$ cat config.mk
export PLATFORM = sky130hd
export DESIGN_NAME = icache_refill_ctlr
export DESIGN_NICKNAME = d
export VERILOG_FILES = /design/src/rtl/icache_refill_ctlr.sv
export SDC_FILE = /design/constraint.sdc
export NUM_CORES = 1
export LEC_CHECK = 0
export ABC_AREA = 1
export BUFFER_PORTS_ARGS = -buffer_cell sky130_fd_sc_hd__buf_2
export CAP_MARGIN = 20
export CORE_MARGIN = 5
export CORE_UTILIZATION = 39
export CTS_CLUSTER_SIZE = 12
export DETAILED_ROUTE_END_ITERATION = 8
export GPL_TIMING_DRIVEN = 0
export HOLD_SLACK_MARGIN = 0.08
export PLACE_DENSITY_LB_ADDON = 0.08
export SETUP_SLACK_MARGIN = 0.02
export SLEW_MARGIN = 30
export SYNTH_ARGS = -nofsm -noshare
export SYNTH_HDL_FRONTEND = slang
export SYNTH_SLANG_ARGS = --single-unit
$ cat constraint.sdc
create_clock -name clk_i -period 1.5 [get_ports clk_i]
set_input_delay 0.075 -clock clk_i [delete_from_list [all_inputs] [get_ports clk_i]]
set_output_delay 0.075 -clock clk_i [all_outputs]
set_load 0.02 [all_outputs]
$ cat src/rtl/icache_refill_ctlr.sv
// Refill controller between the L1 instruction cache and the next memory level.
// Optional wrapping critical-word-first refill: define ICACHE_CRITICAL_WORD_FIRST_EN.
module icache_refill_ctlr #(
    parameter int LINE_WORDS = 16,
    parameter int ADDR_WIDTH = 32
) (
    input  logic                          clk_i,
    input  logic                          reset_i,
    input  logic                          instr_miss_f_i,
    input  logic [ADDR_WIDTH-1:0]         miss_addr_i,
    input  logic                          flush_i,
    output logic                          mem_req_o,
    output logic [ADDR_WIDTH-1:0]         mem_addr_o,
    input  logic                          mem_gnt_i,
    input  logic                          mem_rvalid_i,
    input  logic [31:0]                   mem_rdata_i,
    output logic                          refill_we_o,
    output logic [$clog2(LINE_WORDS)-1:0] refill_word_o,
    output logic [31:0]                   refill_data_o,
    output logic                          refill_done_o,
    output logic                          refill_busy_o
);
    localparam int IDX_W = $clog2(LINE_WORDS);
    localparam int OFF_W = IDX_W + 2;

    typedef enum logic [2:0] {
        S_IDLE,
        S_REQ,
        S_BEAT,
        S_DRAIN,
        S_DONE
    } state_t;

    state_t                  state_q, state_d;
    logic [ADDR_WIDTH-1:0]   addr_q, addr_d;
    logic [IDX_W-1:0]        start_q, start_d;
    logic [IDX_W-1:0]        count_q, count_d;
    logic                    abort_q, abort_d;

    logic [ADDR_WIDTH-1:0]   line_base;
    logic [ADDR_WIDTH-1:0]   miss_req_addr;
    logic [IDX_W-1:0]        miss_start;
    logic                    last_beat;
    logic                    unused_offset;

    assign line_base = {miss_addr_i[ADDR_WIDTH-1:OFF_W], {OFF_W{1'b0}}};

`ifdef ICACHE_CRITICAL_WORD_FIRST_EN
    // Memory returns a wrapping burst starting at the missing word.
    assign miss_start    = miss_addr_i[OFF_W-1:2];
    assign miss_req_addr = line_base | {{(ADDR_WIDTH-OFF_W){1'b0}}, miss_start, 2'b00};
    assign unused_offset = ^miss_addr_i[1:0];
`else
    assign miss_start    = '0;
    assign miss_req_addr = line_base;
    assign unused_offset = ^miss_addr_i[OFF_W-1:0];
`endif

    assign last_beat = (count_q == IDX_W'(LINE_WORDS - 1));

    always_comb begin
        state_d       = state_q;
        addr_d        = addr_q;
        start_d       = start_q;
        count_d       = count_q;
        abort_d       = abort_q;
        mem_req_o     = 1'b0;
        refill_we_o   = 1'b0;
        refill_done_o = 1'b0;

        case (state_q)
            S_IDLE: begin
                if (instr_miss_f_i && !flush_i) begin
                    addr_d  = miss_req_addr;
                    start_d = miss_start;
                    count_d = '0;
                    abort_d = 1'b0;
                    state_d = S_REQ;
                end
            end
            S_REQ: begin
                mem_req_o = 1'b1;
                if (flush_i) begin
                    abort_d = 1'b1;
                end
                if (mem_gnt_i) begin
                    count_d = '0;
                    state_d = (abort_q || flush_i) ? S_DRAIN : S_BEAT;
                end
            end
            S_BEAT: begin
                if (flush_i) begin
                    // A redirect suppresses this cycle's write; remaining beats are only drained.
                    abort_d = 1'b1;
                    if (mem_rvalid_i) begin
                        count_d = count_q + IDX_W'(1);
                        state_d = last_beat ? S_IDLE : S_DRAIN;
                    end else begin
                        state_d = S_DRAIN;
                    end
                end else if (mem_rvalid_i) begin
                    refill_we_o = 1'b1;
                    count_d     = count_q + IDX_W'(1);
                    if (last_beat) begin
                        state_d = S_DONE;
                    end
                end
            end
            S_DRAIN: begin
                if (mem_rvalid_i) begin
                    count_d = count_q + IDX_W'(1);
                    if (last_beat) begin
                        state_d = S_IDLE;
                    end
                end
            end
            S_DONE: begin
                refill_done_o = 1'b1;
                state_d       = S_IDLE;
            end
            default: begin
                state_d = S_IDLE;
            end
        endcase
    end

    always_ff @(posedge clk_i) begin
        if (reset_i) begin
            state_q <= S_IDLE;
            addr_q  <= '0;
            start_q <= '0;
            count_q <= '0;
            abort_q <= 1'b0;
        end else begin
            state_q <= state_d;
            addr_q  <= addr_d;
            start_q <= start_d;
            count_q <= count_d;
            abort_q <= abort_d;
        end
    end

    assign mem_addr_o    = addr_q;
    assign refill_word_o = start_q + count_q;
    assign refill_data_o = mem_rdata_i;
    assign refill_busy_o = (state_q != S_IDLE);

endmodule

Yosys cells after proc, flatten, opt, wreduce, memory -nomap -nowiden

Cells that the tools add are included.

Add/sub/neg operators: 1
Equality and inequality tests: 13
Muxes and demuxes: 23
Reduce and logical (&&, ||, !) cells: 13

Operator list:

| cell                                                   | count |
|---|---|
| two-way mux 3 bit                                      | 7 |
| two-way mux 4 bit                                      | 3 |
| case mux 3 bit (4 select lines)                        | 1 |
| case mux 4 bit (3 select lines)                        | 1 |
| two-way mux 1 bit                                      | 8 |
| inequality test 2 bit (second input constant)          | 4 |
| == test 3 x 2 -> 1 bit (second input constant)         | 2 |
| inequality test 3 bit (second input constant)          | 2 |
| AND reduction 6 bit                                    | 1 |
| nonzero test 3 bit                                     | 2 |
| adder 4 x 1 -> 4 bit (second input constant)           | 1 |
| == test 4 bit (second input constant)                  | 1 |
| two-way mux 2 bit                                      | 2 |
| inequality test 2 x 1 -> 1 bit (second input constant) | 2 |
| AND reduction 4 bit                                    | 1 |
| OR reduction 2 bit                                     | 2 |
| == test 3 x 1 -> 1 bit (second input constant)         | 1 |
| == test 3 bit (second input constant)                  | 1 |
| zero test 3 bit                                        | 1 |
| AND reduction 3 bit                                    | 1 |
| case mux 1 bit (2 select lines)                        | 1 |
| AND reduction 2 bit                                    | 1 |
| nonzero test 2 bit                                     | 1 |
| logical AND 1 bit                                      | 1 |
| other kinds (2)                                        | 2 |

Register bits: 34
Input bits: 70

Depth between registers and ports, before layout

Depth in word-level cells: 5
Gate-level depth with buffers: 9
Depth with buffers taken out: 9

Worst setup path after synthesis

OpenSTA, ideal clock, no wires.

Path kind: flip-flop to flip-flop
Start point: reg count_q[1]
End point: reg state_q[0]
Setup time: 113 ps
Data arrival time: 1149 ps
Required time: 1387 ps
Setup slack: 238 ps
Cell stages (with the launch flop): 9
Path buffers: 0
Clock period less this slack: 1262 ps
Cells stage by stage: dfxtp_1 > ha_1 > nand2_1 > inv_1 > nand2_1 > nand2_1 > nand3_1 > nor2_1 > nor2_1

Longest elaborated chain between the ends: 5

RTL lines:

| element                         | RTL line | RTL |
|---|---|---|
| from (decl)                     | 37       | `logic [IDX_W-1:0] count_q, count_d;` |
| from (signal assigned)          | 138      | `count_q <= count_d;` |
| == test 4 bit *                 | 59       | `assign last_beat = (count_q == IDX_W'(LINE_WORDS - 1));` |
| two-way mux 2 bit               | 97       | `state_d = last_beat ? S_IDLE : S_DRAIN;` |
| two-way mux 2 bit               | 95       | `if (mem_rvalid_i) begin` |
| two-way mux 3 bit               | 92       | `if (flush_i) begin` |
| case mux 3 bit (4 select lines) | 71       | `case (state_q)` |
| to (signal assigned)            | 135      | `state_q <= state_d;` |
| to (decl)                       | 34       | `state_t state_q, state_d;` |

Mark *: on every way between the ends. The rest lies on a longest branch, timed or not.
A chain may end at the register's enable or synchronous reset.

Worst setup path in the final report

Start point: reg state_q[2]
End point: out refill_we_o

Longest elaborated chain between the ends: 2

RTL lines:

| element                | RTL line | RTL |
|---|---|---|
| == test 3 x 2 -> 1 bit | 71       |  |
| two-way mux 1 bit      | 71       |  |
| to (decl)              | 17       | `output logic refill_we_o,` |

No other way between the ends.

==> results_tabular.tex <==
\begin{tabular}{lr}
\hline
Metric & Value \\
\hline
\multicolumn{2}{l}{\textbf{GRT}} \\
Global routing usage summed across all routing layers & 0.1559 \\
Final global-route overflow total & 0 \\
Number of antenna violations at the first check in global routing & 0 \\
Number of global-route vias before repair & 1,786 \\
Global-route wire length before repair & 7762 um \\
Largest net degree at the start of global routing & 11 \\
\multicolumn{2}{l}{\textbf{Critical path}} \\
Startpoint type of the worst setup path & register \\
Setup slack on the worst flop-to-flop path & 170 ps \\
Peak per-stage delay on the critical path & 340 ps \\
Critical path buffer and inverter count & 2 \\
Slowest CP cell & sky130\_fd\_sc\_hd\_\_dfxtp\_1 \\
Worst flop-to-flop path endpoint & mem\_addr\_o[14] \\
Critical path type & reg -> out \\
Type of destination of the critical path & primary output \\
Reg-to-reg startpoint & state\_q[1] \\
Family with the most delay on the worst path & flip-flops \\
Depth of the most critical reg-to-reg path & 8 \\
Worst endpoint data arrival time & 1260 ps \\
Cell chain of the critical path & inv\_2, nand3\_1, nor3\_1, buf\_2 \\
Worst EP required & 1420 ps \\
Peak fanout along the critical path & 7 \\
\multicolumn{2}{l}{\textbf{Power and ir drop}} \\
Worst supply voltage drop on vdd & 734.0 uV \\
Power per unit of standard cell area & 1340 mW/mm2 \\
Leak pwr & 1.504 nW \\
\multicolumn{2}{l}{\textbf{Timing}} \\
Final Max Slew Viols & 0 \\
Time the worst path needs with I/O delays and setup & 1334 ps \\
Post-Route Hold Slack & 121.7 ps \\
Final number of hold-violating endpoints & 0 \\
Maximum operating frequency & 749.5 MHz \\
Clock skew & 4.847 ps \\
Final worst setup slack & 165.7 ps \\
\# setup viols final & 0 \\
Setup Total Neg Slack & 0 ps \\
RSZ-0062 raised after global routing & false \\
Final worst path period share & 0.8895 \\
\multicolumn{2}{l}{\textbf{Synthesis}} \\
Fraction of synthesized cell area taken by the top area cell type & 0.3752 \\
Count of flip-flops with a built-in enable after synthesis & 0 \\
Largest cells by area after synthesis & sky130\_fd\_sc\_hd\_\_dfxtp\_1 (38\%), sky130\_fd\_sc\_hd\_\_buf\_4 (16\%), sky130\_fd\_sc\_hd\_\_nor2\_1 (9.5\%) \\
Prevailing post-synth register cell & sky130\_fd\_sc\_hd\_\_dfxtp\_1 \\
Proportion of synthesized flip-flops having asynchronous set or reset & 0 \\
Gate count of the mapped netlist & 240 \\
Number of synthesized register bits & 34 \\
Number of distinct standard cells referenced by the synthesized netlist & 25 \\
Average cell area after synthesis & 7.559 um2 \\
Total number of yosys warnings & 0 \\
Sequential area share after synthesis & 0.3752 \\
Cell area after synthesis & 0.001814 mm2 \\
Post-synthesis cell type with the largest combined area & sky130\_fd\_sc\_hd\_\_dfxtp\_1 \\
\multicolumn{2}{l}{\textbf{Placed design}} \\
Port Buffer Count & 97 \\
HPWL reported at the end of detailed placement & 3523 um \\
Placer Congestion & 0.7913 \\
Post-place instance area & 0.002384 mm2 \\
Worst slack, placed & 199.4 ps \\
\multicolumn{2}{l}{\textbf{Floorplan}} \\
Standard cell core area & 0.004444 mm2 \\
\# IOs & 142 \\
Core Rows & 24 \\
Total die area & 0.006116 mm2 \\
Die Y & 78.21 um \\
Effective utilization at floorplan & 0.4082 \\
Die Span X & 78.21 um \\
\multicolumn{2}{l}{\textbf{Layout}} \\
Number of nets in the layout & 447 \\
Most frequent cells in the layout & sky130\_fd\_sc\_hd\_\_buf\_2 (97), sky130\_fd\_sc\_hd\_\_nor2\_1 (46), sky130\_fd\_sc\_hd\_\_buf\_4 (38) \\
Number of inserted diodes & 0 \\
Number of inserted filler cells in the final layout & 428 \\
Ratio of cells with drive above 1 in the final layout & 0.4775 \\
Summed area of non-filler cells in the final layout & 0.002745 mm2 \\
Commonest non-fill, non-tap cell in the layout & sky130\_fd\_sc\_hd\_\_buf\_2 \\
Synthesis-to-finish area growth & 51.31\% \\
\multicolumn{2}{l}{\textbf{Route}} \\
Via count normalized by instance count & 4.326 \\
Number of DRC violations after detailed-routing iteration 0 & 65 \\
Remaining number of nets flagged by the antenna check after routing & 0 \\
Final wirelength & 4879 um \\
Router iterations before antenna repair & 4 \\
Drc violations & 0 \\
Total vias in the final route & 1,856 \\
Avg WL per Cell & 11.37 um \\
\multicolumn{2}{l}{\textbf{Clock tree}} \\
Clock slew at reported path FFs & 70 ps \\
TritonCTS clock tree & built \\
Deepest clock path buffer count & 2 \\
Post-CTS Setup Repair Bufs & 0 \\
Root buffer selected by CTS & sky130\_fd\_sc\_hd\_\_clkbuf\_8 \\
Number of sinks on the clock net & 34 \\
Total CTS buffers & 5 \\
PostCTS Resize Cnt & 0 \\
Clk Latency, worst-skew pair & 290 ps \\
Number of hold-repair buffers added at the cts stage & 27 \\
CTS H-tree depth & 2 \\
\multicolumn{2}{l}{\textbf{Flow run}} \\
Max cap viols & 0 \\
\multicolumn{2}{l}{\textbf{Hold path}} \\
Worst hold start & flush\_i \\
Cell depth of the worst hold path & 3 \\
Hold Path End & abort\_q \\
Min-Delay Path Class & in -> reg \\
\multicolumn{2}{l}{\textbf{Status}} \\
Status & complete, no violations \\
\hline
\end{tabular}
## how the worst max path moves through the flow
stage                     cells past startpoint             end       start
after floorplan                               8      state_q[0]  count_q[1]
after global placement                        8  mem_addr_o[17]  state_q[1]
after detailed placement                      8  mem_addr_o[14]  state_q[1]
after CTS                                     4     refill_we_o  state_q[2]
after global routing                          6  mem_addr_o[22]     reset_i
final                                         4     refill_we_o  state_q[2]
## layer usage
| layer | wire [um] | part of all wire | GRT usage | vias to the layer above |
|---|---|---|---|---|
| met2 | 2429 | 0.50 | 0.2714 | 75 |
| li1 | - | - | - | 978 |
| met4 | 104 | 0.021 | 0.08566 | 0 |
| met1 | 1896 | 0.39 | 0.1659 | 794 |
| met5 | 0 | 0 | 0 | - |
| met3 | 449 | 0.092 | 0.05263 | 9 |
## cells by family after synthesis
group / count (synthesis) / synth area share
adder cells (fa/ha/maj): 1 / 0.006895
buffers and inverters: 63 / 0.2310
other: 1 / 0.002067
AO/OA/AOI/OAI: 33 / 0.09241
AND/OR/NAND/NOR: 108 / 0.2924
flip-flops: 34 / 0.3752
## synth_stat cells (2+ instances only)
library cell and instances:
sky130_fd_sc_hd__nand3_2 3, sky130_fd_sc_hd__clkbuf_1 3, sky130_fd_sc_hd__o21ai_1 5, sky130_fd_sc_hd__inv_1 13
sky130_fd_sc_hd__a21oi_1 6, sky130_fd_sc_hd__dfxtp_1 34, sky130_fd_sc_hd__nor2_1 46, sky130_fd_sc_hd__o21ai_0 21
sky130_fd_sc_hd__inv_2 3, sky130_fd_sc_hd__buf_4 38, sky130_fd_sc_hd__nor3_1 2, sky130_fd_sc_hd__nand3_1 5
sky130_fd_sc_hd__nor2_2 21, sky130_fd_sc_hd__nand2_1 24, sky130_fd_sc_hd__nand4_1 2, sky130_fd_sc_hd__buf_6 5
## power breakdown
| part | switching (mW) | internal [mW] |
|---|---|---|
| sequential | 0.123 | 1.12 |
| combinational | 1.09 | 0.655 |
| clock | 0.328 | 0.370 |
## registers in the layout, summed over array words and instances (netlist names)
name and flops:
count_q 4, state_q 3, abort_q 1, mem_addr_o 26
## worst min-delay path: cells and delay by family
family	cells	cell delay, ps
AND/OR/NAND/NOR	1	90
AO/OA/AOI/OAI	1	60
buffers and inverters	1	140
## stage by stage
stage	utilization	std cells	power (mW)
floorplan	-	245	2.487
global placement	0.5363	394	2.934
detailed placement	0.5363	394	2.941
CTS	0.6177	429	3.705
global route	0.6177	429	3.946
finish	0.6177	429	3.678
## cell type report
class	count	area [um2]	area share
flip-flops and latches	34	680.7	0.2479
clock buffers	7	86.33	0.03145
plain buffers	46	352.8	0.1285
inverters	17	66.31	0.02416
well taps	52	65.06	0.02370
clock inverters	1	5.005	0.001823
multi-input cells	148	733.2	0.2671
repair buffers	124	755.7	0.2753
Power figures use the tool's default switching activity.
